[src/rtl/adc_dac_sequencer.sv]
// adc_dac_sequencer: generates a frame tick and, once per tick, walks every
// channel through ADC conversion, a per-channel mode transform and a DAC write.
// Detects ticks that arrive mid-frame (overrun) and counts completed frames.
module adc_dac_sequencer #(
    parameter int DATA_W       = 16,
    parameter int NUM_CHANNELS = 2,
    parameter int DIVIDER      = 50,
    parameter int CH_W         = (NUM_CHANNELS > 1) ? $clog2(NUM_CHANNELS) : 1
) (
    input  logic                      clk_i,
    input  logic                      reset_ni,
    input  logic                      enable_i,
    input  logic [2*NUM_CHANNELS-1:0] channel_mode_i,
    output logic                      adc_start_o,
    output logic [CH_W-1:0]           adc_channel_o,
    input  logic                      adc_idle_i,
    input  logic [DATA_W-1:0]         adc_data_i,
    output logic                      dac_start_o,
    output logic [CH_W-1:0]           dac_channel_o,
    output logic [DATA_W-1:0]         dac_data_o,
    input  logic                      dac_idle_i,
    output logic                      busy_o,
    output logic                      overrun_o,
    output logic [15:0]               frame_count_o
);

    typedef enum logic [2:0] {
        ST_IDLE      = 3'd0,
        ST_ADC_START = 3'd1,
        ST_ADC_WAIT  = 3'd2,
        ST_PROCESS   = 3'd3,
        ST_DAC_START = 3'd4,
        ST_DAC_WAIT  = 3'd5
    } state_e;

    localparam int              CNT_W    = (DIVIDER > 2) ? $clog2(DIVIDER) : 1;
    localparam logic [CNT_W-1:0] CNT_LAST = CNT_W'(DIVIDER - 1);
    localparam logic [CH_W-1:0]  CH_LAST  = CH_W'(NUM_CHANNELS - 1);

    // Mode transform: pass, saturating negate, arithmetic halve, mute.
    function automatic logic [DATA_W-1:0] xform(input logic [DATA_W-1:0] x,
                                                 input logic [1:0]        mode);
        logic [DATA_W-1:0] min_v;
        min_v = {1'b1, {(DATA_W-1){1'b0}}};
        case (mode)
            2'b00:   xform = x;
            2'b01:   xform = (x == min_v) ? ~min_v : (~x + DATA_W'(1));
            2'b10:   xform = {x[DATA_W-1], x[DATA_W-1:1]};
            2'b11:   xform = {DATA_W{1'b0}};
            default: xform = {DATA_W{1'b0}};
        endcase
    endfunction

    state_e              state_q, state_d;
    logic [CNT_W-1:0]    cnt_q, cnt_d;
    logic [CH_W-1:0]     idx_q, idx_d;
    logic                seen_q, seen_d;
    logic [DATA_W-1:0]   sample_q, sample_d;
    logic                adc_start_q, adc_start_d;
    logic [CH_W-1:0]     adc_channel_q, adc_channel_d;
    logic                dac_start_q, dac_start_d;
    logic [CH_W-1:0]     dac_channel_q, dac_channel_d;
    logic [DATA_W-1:0]   dac_data_q, dac_data_d;
    logic                busy_q, busy_d;
    logic                overrun_q, overrun_d;
    logic [15:0]         frame_count_q, frame_count_d;
    logic                tick_s;
    logic [1:0]          mode_s;

    // Frame divider: free-runs while enabled, parked at zero while paused.
    always_comb begin
        tick_s = enable_i && (cnt_q == CNT_LAST);
        if (!enable_i) begin
            cnt_d = {CNT_W{1'b0}};
        end else if (cnt_q == CNT_LAST) begin
            cnt_d = {CNT_W{1'b0}};
        end else begin
            cnt_d = cnt_q + CNT_W'(1);
        end
    end

    // Sequencer next state; outputs are derived from the next state so they register cleanly.
    always_comb begin
        state_d       = state_q;
        idx_d         = idx_q;
        seen_d        = seen_q;
        sample_d      = sample_q;
        adc_channel_d = adc_channel_q;
        dac_channel_d = dac_channel_q;
        dac_data_d    = dac_data_q;
        frame_count_d = frame_count_q;
        overrun_d     = overrun_q | (tick_s & (state_q != ST_IDLE));
        mode_s        = channel_mode_i[{idx_q, 1'b0} +: 2];

        case (state_q)
            ST_IDLE: begin
                if (tick_s) begin
                    idx_d   = {CH_W{1'b0}};
                    state_d = ST_ADC_START;
                end else begin
                    state_d = ST_IDLE;
                end
            end
            ST_ADC_START: begin
                seen_d  = 1'b0;
                state_d = ST_ADC_WAIT;
            end
            ST_ADC_WAIT: begin
                // The reader must be seen busy before its idle counts as "done".
                if (seen_q && adc_idle_i) begin
                    sample_d = adc_data_i;
                    state_d  = ST_PROCESS;
                end else if (!adc_idle_i) begin
                    seen_d = 1'b1;
                end else begin
                    seen_d = seen_q;
                end
            end
            ST_PROCESS: begin
                dac_data_d    = xform(sample_q, mode_s);
                dac_channel_d = idx_q;
                state_d       = ST_DAC_START;
            end
            ST_DAC_START: begin
                seen_d  = 1'b0;
                state_d = ST_DAC_WAIT;
            end
            ST_DAC_WAIT: begin
                if (seen_q && dac_idle_i) begin
                    if (idx_q == CH_LAST) begin
                        frame_count_d = frame_count_q + 16'd1;
                        state_d       = ST_IDLE;
                    end else begin
                        idx_d   = idx_q + CH_W'(1);
                        state_d = ST_ADC_START;
                    end
                end else if (!dac_idle_i) begin
                    seen_d = 1'b1;
                end else begin
                    seen_d = seen_q;
                end
            end
            default: begin
                state_d = ST_IDLE;
            end
        endcase

        adc_start_d = (state_d == ST_ADC_START);
        dac_start_d = (state_d == ST_DAC_START);
        busy_d      = (state_d != ST_IDLE);
        if (state_d == ST_ADC_START) begin
            adc_channel_d = idx_d;
        end else begin
            adc_channel_d = adc_channel_q;
        end
    end

    // State and registered outputs, synchronous active-low reset.
    always_ff @(posedge clk_i) begin
        if (!reset_ni) begin
            state_q       <= ST_IDLE;
            cnt_q         <= {CNT_W{1'b0}};
            idx_q         <= {CH_W{1'b0}};
            seen_q        <= 1'b0;
            sample_q      <= {DATA_W{1'b0}};
            adc_start_q   <= 1'b0;
            adc_channel_q <= {CH_W{1'b0}};
            dac_start_q   <= 1'b0;
            dac_channel_q <= {CH_W{1'b0}};
            dac_data_q    <= {DATA_W{1'b0}};
            busy_q        <= 1'b0;
            overrun_q     <= 1'b0;
            frame_count_q <= 16'd0;
        end else begin
            state_q       <= state_d;
            cnt_q         <= cnt_d;
            idx_q         <= idx_d;
            seen_q        <= seen_d;
            sample_q      <= sample_d;
            adc_start_q   <= adc_start_d;
            adc_channel_q <= adc_channel_d;
            dac_start_q   <= dac_start_d;
            dac_channel_q <= dac_channel_d;
            dac_data_q    <= dac_data_d;
            busy_q        <= busy_d;
            overrun_q     <= overrun_d;
            frame_count_q <= frame_count_d;
        end
    end

    assign adc_start_o   = adc_start_q;
    assign adc_channel_o = adc_channel_q;
    assign dac_start_o   = dac_start_q;
    assign dac_channel_o = dac_channel_q;
    assign dac_data_o    = dac_data_q;
    assign busy_o        = busy_q;
    assign overrun_o     = overrun_q;
    assign frame_count_o = frame_count_q;

endmodule

[config.mk]
export PLATFORM = sky130hd
export DESIGN_NAME = adc_dac_sequencer
export DESIGN_NICKNAME = d
export VERILOG_FILES = /design/src/rtl/adc_dac_sequencer.sv
export SDC_FILE = /design/constraint.sdc
export NUM_CORES = 1
export LEC_CHECK = 0
export ABC_AREA = 1
export BUFFER_PORTS_ARGS = -buffer_cell sky130_fd_sc_hd__buf_2
export CORE_ASPECT_RATIO = 1.75
export CORE_MARGIN = 8
export CORE_UTILIZATION = 45
export DETAILED_ROUTE_END_ITERATION = 6
export PLACE_DENSITY = 0.81
export SYNTH_ARGS = -nofsm -noshare
export SYNTH_HDL_FRONTEND = slang
export SYNTH_SLANG_ARGS = --single-unit
[constraint.sdc]
create_clock -name clk_i -period 1.3 [get_ports clk_i]
set_input_delay 0.195 -clock clk_i [delete_from_list [all_inputs] [get_ports clk_i]]
set_output_delay 0.195 -clock clk_i [all_outputs]
set_load 0.01 [all_outputs]
# Yosys cells after proc, flatten, opt, wreduce, memory -nomap -nowiden
# Index checks and enable logic that the tools add are counted.
dict set report word_totals {
  register_bits 65
  elab_cells 68
}
dict set report op_classes {
  bitwise_logic 5
  eq_ne 16
  addsub 4
  mux 16
  reduce_logical 13
  shift 1
}
# op n
set ops {}
lappend ops {{$pmux W16 S4} 1}
lappend ops {{$add A16 B1 Y16 const B} 2}
lappend ops {{$pmux W3 S6} 1}
lappend ops {{$eq A16 B16 Y1 const B} 1}
lappend ops {{$mux W16} 1}
lappend ops {{$not A16 Y16} 1}
lappend ops {{$eq A3 B3 Y1 const B} 3}
lappend ops {{$mux W1} 9}
lappend ops {{$reduce_bool A3 Y1} 3}
lappend ops {{$ne A2 B2 Y1 const B} 4}
lappend ops {{$add A6 B1 Y6 const B} 1}
lappend ops {{$eq A3 B1 Y1 const B} 2}
lappend ops {{$eq A3 B2 Y1 const B} 2}
lappend ops {{$eq A6 B6 Y1 const B} 1}
lappend ops {{$mux W3} 2}
lappend ops {{$reduce_and A5 Y1} 1}
lappend ops {{$eq A2 B2 Y1 const B} 2}
lappend ops {{$shiftx A4 B3 Y2} 1}
lappend ops {{$logic_and A1 B1 Y1} 3}
lappend ops {{$logic_not A3 Y1} 1}
lappend ops {{$pmux W1 S3} 1}
lappend ops {{$reduce_and A3 Y1} 1}
lappend ops {{$reduce_or A3 Y1} 1}
lappend ops {{$eq A2 B1 Y1 const B} 1}
lappend ops {{8 further kinds} 9}

# Longest topological paths before layout
# Gate-level depths: netlist of the first run.
dict set report depth {
  ltp_word 5
  mapped_depth 10
  depth_no_buf 10
}

# Worst setup path after synthesis of the first run
# OpenSTA, ideal clock, no wires.
dict set report synth_path {
  path_type {reg2reg}
  start {reg sample_q[0]}
  end {reg dac_data_q[12], in the netlist dac_data_o[12]}
  path_slack_ps -71
  path_stages_with_launch 10
  n_path_buf 0
  t_required_ps 1183
  arrival_time_ps 1254
  path_cell_list {dfxtp_1 > inv_1 > ha_1 > nand2_2 > nor2_2 > nand2_1 > o21ai_0 > nand2_1 > nor2_1 > nor2_1}
}
dict set report synth_via {
  elab_chain_len 4
  word_cells_on_any_way 5
  classes_between {add/sub: 1; eq/ne: 1; mux: 2; bitwise: 1}
}
# item line_no
set synth_lines {}
lappend synth_lines {{start: declaration} 58} ;# logic [DATA_W-1:0] sample_q, sample_d;
lappend synth_lines {{start signal: assignment} 165} ;# sample_q <= {DATA_W{1'b0}};
lappend synth_lines {{start signal: assignment} 179} ;# sample_q <= sample_d;
lappend synth_lines {{$not A16 Y16} 47} ;# 2'b01: xform = (x == min_v) ? ~min_v : (~x + DATA_W'(1));
lappend synth_lines {{$add A16 B1 Y16} 47}
lappend synth_lines {{$mux W16 *} 47}
lappend synth_lines {{$pmux W16 S4 *} 45} ;# case (mode)
lappend synth_lines {{end signal: assignment} 170} ;# dac_data_q <= {DATA_W{1'b0}};
lappend synth_lines {{end signal: assignment} 184} ;# dac_data_q <= dac_data_d;
lappend synth_lines {{end: declaration} 63} ;# logic [DATA_W-1:0] dac_data_q, dac_data_d;
# Every way passes the cells marked *; elsewhere a longest branch is shown, timed or not.
# A chain may end at the register's enable or synchronous reset.

# Worst setup path after layout of the first run
dict set report layout_path {
  start {reg sample_q[1]}
  end {reg dac_data_q[7], in the netlist dac_data_o[7]}
}
# The elaborated chain is that of the path after synthesis.

==> results of run 1 <==
==> stage by stage <==
step                      setup TNS (ns)  hold slack (ns)
after floorplan                        0            0.386
after global placement             -1.26            0.441
after detailed placement           -2.57            0.442
after CTS                        -0.0619            0.132
after global routing               -3.46            0.134
final                             -0.549            0.120
==> registers in the layout (all words and copies together) (netlist names) <==
| signal | count |
|---|---|
| overrun_o | 1 |
| idx_q | 1 |
| seen_q | 1 |
| dac_start_o | 1 |
| busy_o | 1 |
| dac_data_o | 16 |
| state_q | 3 |
| adc_channel_o | 1 |
| adc_start_o | 1 |
| dac_channel_o | 1 |
| cnt_q | 6 |
| frame_count_o | 16 |
| sample_q | 16 |
==> cell usage in the layout, fill, tap and decap left out, types with 8 or more instances in the layout <==
cell and instances:
nand2_4 8, nor2_1 50, a21oi_1 39, o21ai_2 14, buf_6 9, buf_2 62
inv_2 8, inv_1 41, o21ai_0 28, dfxtp_2 14, nand3_2 9, nand2_1 93
clkbuf_16 11, buf_4 61, dfxtp_1 47, nor2_2 20, nor2_4 11, nand2_2 14
o21ai_1 16, nand3_1 30
==> critical path, delay by kind of cell (launching register included) <==
kind | cells | cell delay (ns)
adders and majority gates | 1 | 0.14
and+or+nand+nor | 7 | 0.71
buffers and inverters | 2 | 0.10
DFF | 1 | 0.36
==> area by class of cell <==
type | instances | area [µm²]
Clock buffer | 13 | 260
Clock inverter | 3 | 15.0
Fill cell | 589 | 2340
Inverter | 57 | 239
Multi-Input combinational cell | 379 | 2240
Sequential cell | 65 | 1330
Tap cell | 88 | 110
Timing Repair Buffer | 137 | 980
==> path summary, 6_finish.rpt <==
| check | end | slack (ns) | cells past startpoint |
|---|---|---|---|
| min reg2reg | overrun_o | 0.45 | 2 |
| max | dac_data_o[7] | -0.08 | 10 |
| min | sample_q[9] | 0.12 | 3 |
| max reg2reg | dac_data_o[7] | -0.08 | 10 |
==> metal layers <==
layer,global-route usage,share of wire,vias up
met2,0.356,0.55,129
li1,-,-,1955
met4,0.134,0.048,0
met1,0.188,0.35,1864
met3,0.0396,0.056,41
met5,0,0,-
==> logic make-up after synthesis <==
family	after synthesis
adders and majority gates	4
xor gates and xnor gates	6
AOI/OAI and AO/OA	112
buffers and inverters	72
and+or+nand+nor	257
DFF	65
==> what timing repair did <==
action,4_1_cts,5_1_grt
cloned,0,3
setup buffers,3,10
setup endpoints to repair,52,51
pin swaps,14,29
resized for setup,38,129
==> power groups by stage <==
| stage | clock [mW] | combinational (mW) | sequential (mW) |
|---|---|---|---|
| after floorplan | 0 | 0.0792 | 2.04 |
| after global placement | 0 | 0.169 | 2.04 |
| after detailed placement | 0 | 0.171 | 2.04 |
| after CTS | 2.26 | 0.181 | 2.00 |
| after global routing | 2.36 | 0.231 | 1.99 |
| final | 2.25 | 0.215 | 1.99 |
==> run metrics, run 1 <==
Post-Synth Simple-Gate Area 0.340; CP Launch Point sample_q[1]; Die X 82.3 µm; Critical Path AT 1.66 ns; DP Area 4280 µm²; Post-synth EDFFs 0; synth top area cells dfxtp_1 (38%), nand2_1 (12%), nor2_1 (7.9%); period utilization 1.06; Worst Setup Path Type flop to flop; Avg WL per Cell 15.0 µm; Setup-failing EPs final 19; port bufs 62; slowest stage delay, CP 0.36 ns; H-tree depth 3; hold-fix buffers at CTS 0; Commonest cells post-synth nand2_1 (108), nor2_1 (73), dfxtp_1 (65), o21ai_0 (53), inv_1 (50); CP Cell Sequence inv_4 > ha_4 > nand2_4 > nor2_4 > nand2_4 > nand2_1 > nand2_1 > nand3_1 > nand2_1 > inv_1; Slew headroom 0.790; #FFs+latches synth 65; first-pass iteration count of the detailed router 5; max-cap viol count 0; Core Area 7510 µm²; Place WS -0.145 ns; Post-Synth XOR/XNOR Area 0.0152; total gr overflow 0; number of nets with antenna violations after routing 0; outcome finished with violations; cell area after synthesis 3460 µm²; Remaining DRCs 0; Via density 5.38; Die Y 132 µm; max-slew violations 0; internal power 3.46 mW; layout cells sized above 1 0.431; VDD IR-drop max 661 µV; switch share 0.223; Slowest-stage cell, CP dfxtp_4; final hold vios 0; part of the Yosys area used for sequential elements 0.376; Leakage 2.43 nW; initial antenna violation count 0; CTS Buf Count 9; Critical Path Sink Type flop; clk buf depth 2; Area Overhead vs Synth 49.5%; vias in the first global route 3846; largest net degree at the start of global routing 33; Setup crit start kind flop; RSZ-0062 raised after global routing true; post-synthesis adder-cell area fraction 0.0145; Clock Sink Count 65; Syn Area/Cell 6.71 µm²; share of flip-flops with an asynchronous set or reset 0; first-pass GRT wire length 17000 µm; Worst Hold Class primary input to flop; Initial Util 0.461; DR iter-0 viols 224; Distinct cells, synth 37; Clock Pin Slew Worst Setup and Hold Paths 0.05 ns; worst-path fanout max 13; leading cell type by number of instances after synthesis nand2_1; Clock Power Share 0.505; Util after Layout 0.689; fmax 727 MHz; IO Count 63; Logic pwr share 0.048; number of core rows 42; failing checks negative setup slack; Overall Power 4.45 mW; GRT Total Usage 0.198; setup ws final -0.0764 ns; Placer Congestion 0.924; Slew @ Worst Pin 0.314 ns; Post-Route Skew 0.00316 ns; ys flop type dfxtp_1; CTS Root Cell clkbuf_16; nets@finish 678; placed cell count 710; pwr/cell area 860 nW/µm²; area share of the largest cell type after synthesis 0.376; largest family of logic cells by synthesized area simple AND/OR/NAND/NOR gates; design area 5180 µm²; Layout Cells excl Fill 742; R2R Path Start sample_q[1]; P_sw 995 µW; post-synthesis mux area share 0; Vias 3989; total of warnings raised by yosys 0; Antenna diodes 0; Sequential Power Share 0.447; DP HPWL 7860 µm; cell mode on critical path nand2_1; worst skew pair latency 0.34 ns; CTS tree done; Routed Wire Length 11100 µm; Hold Startpoint adc_data_i[9]; Compound-Gate Fraction of Synth Area 0.167; Cells after Synth 516; Data required, critical path 1.58 ns; Syn Nets 545; Yosys top cell by area dfxtp_1; shortest period the worst path allows 1.38 ns; Die ar. 10900 µm²
No activity file was read; power rests on OpenSTA's default activity.
==> inputs of run 2 (changes only) <==
--- a/config.mk
+++ b/config.mk
@@ -13,3 +13,3 @@
 export DETAILED_ROUTE_END_ITERATION = 6
-export PLACE_DENSITY = 0.81
+export PLACE_DENSITY = 0.79
 export SYNTH_ARGS = -nofsm -noshare
==> constraint.sdc (replaced) <==
create_clock -name clk_i -period 1.5 [get_ports clk_i]
set_input_delay 0.45 -clock clk_i [delete_from_list [all_inputs] [get_ports clk_i]]
set_output_delay 0.45 -clock clk_i [all_outputs]
set_load 0.01 [all_outputs]
==> run metrics, run 2 (synthesis gave the netlist of run 1 again) <==
Data required, critical path 1.77 ns; worst skew pair latency 0.33 ns; shortest period the worst path allows 1.46 ns; Critical Path Sink Type flop; initial antenna violation count 0; layout cells sized above 1 0.241; Die ar. 10900 µm²; design area 4380 µm²; outcome finished clean; commonest non-fill, non-tap cell in the layout nand2_1; Worst Setup Path Type flop to flop; Slew headroom 0.780; period utilization 0.975; Placer Congestion 0.975; slowest stage delay, CP 0.41 ns; Clock Sink Count 65; max-slew violations 0; largest net degree at the start of global routing 33; Remaining DRCs 0; total gr overflow 0; Worst Hold Class primary input to flop; most frequent cells in the layout nand2_1 (108), nor2_1 (69), buf_2 (62), dfxtp_1 (59), inv_1 (50); Reg2Reg Depth 8; Leakage 2.06 nW; Setup-failing EPs final 0; max-cap viol count 0; Area Overhead vs Synth 26.5%; IO Count 63; Vias 3670; worst path bufs/invs 1; Critical Path AT 1.74 ns; Util after Layout 0.583; CP Cell Sequence inv_2 > nand2_1 > nand2_4 > nor2_2 > o21ai_1 > nor2_1 > nor2_1 > nor2_1; vias in the first global route 3566; critical path's top delay family simple AND/OR/NAND/NOR gates; DP HPWL 7430 µm; Levels on crit path 8; Die X 82.3 µm; Slew @ Worst Pin 0.330 ns; nets@finish 629; hold-fix buffers at CTS 0; port bufs 62; VDD IR-drop max 579 µV; fillcell total 725; Via density 5.30; final hold vios 0; Post-Route Skew 0.00438 ns; Routed Wire Length 9940 µm; pwr/cell area 870 nW/µm²; CTS Buf Count 9; CTS tree done; number of nets with antenna violations after routing 0; Setup crit start kind flop; Antenna diodes 0; Clock Pin Slew Worst Setup and Hold Paths 0.05 ns; first-pass iteration count of the detailed router 5; worst-path fanout max 5; GRT Total Usage 0.189; DR iter-0 viols 189; number of core rows 42; Avg WL per Cell 14.3 µm; first-pass GRT wire length 16300 µm; Die Y 132 µm; fmax 684 MHz; clk buf depth 2; RSZ-0062 raised after global routing true; worst hold path cell count 3; CTS Root Cell clkbuf_16; cell mode on critical path nor2_1; H-tree depth 3; Slowest-stage cell, CP dfxtp_1; Initial Util 0.461; DP Area 4030 µm²; Core Area 7510 µm²
==> run 2: cell type report <==
type / count / area [µm²] / area share
clock buffers: 11 / 253 / 0.0577
clock inverters: 5 / 30.0 / 0.00686
inverters: 57 / 220 / 0.0503
multi-input cells: 379 / 1910 / 0.437
flip-flops and latches: 65 / 1310 / 0.299
well taps: 88 / 110 / 0.0251
repair buffers: 88 / 543 / 0.124
==> run 2: layer usage <==
metal	wire, µm	track usage
met1	3760	0.191
met2	5380	0.337
met3	446	0.0348
met4	348	0.109
met5	0	0
==> run 2: worst paths after layout <==
check                start        endpoint  slack (ns)
max reg2reg          idx_q  dac_data_o[12]        0.04
min          adc_data_i[3]     sample_q[3]        0.39
max                  idx_q  dac_data_o[12]        0.04
min reg2reg      overrun_o       overrun_o        0.45
==> run 2: tightest hold or removal path: stages <==
cell	delay, ns
buf_2	0.07
o21ai_0	0.07
a21oi_1	0.10
==> run 2: stage by stage <==
| stage | instances | setup WS, ns | setup TNS, ns | hold slack [ns] | power, mW |
|---|---|---|---|---|---|
| after floorplan | 516 | 0.129 | 0 | 0.433 | 1.84 |
| after global placement | 677 | 0.0379 | 0 | 0.440 | 1.89 |
| after detailed placement | 677 | 0.00565 | 0 | 0.448 | 1.90 |
| after CTS | 693 | 0.0116 | 0 | 0.383 | 3.85 |
| after global routing | 693 | -0.0603 | -0.262 | 0.417 | 3.94 |
| final | 693 | 0.0369 | 0 | 0.393 | 3.81 |
==> run 2: what timing repair did <==
action,4_1_cts,5_1_grt
gates resized for setup,2,26
setup endpoints to repair,3,27
pin swaps,0,4
buffers inserted,0,0
==> run 2: report_power, final <==
part | switching [mW] | internal [mW]
clock network | 0.752 | 1.20
logic | 0.0837 | 0.0476
registers | 0.00237 | 1.73
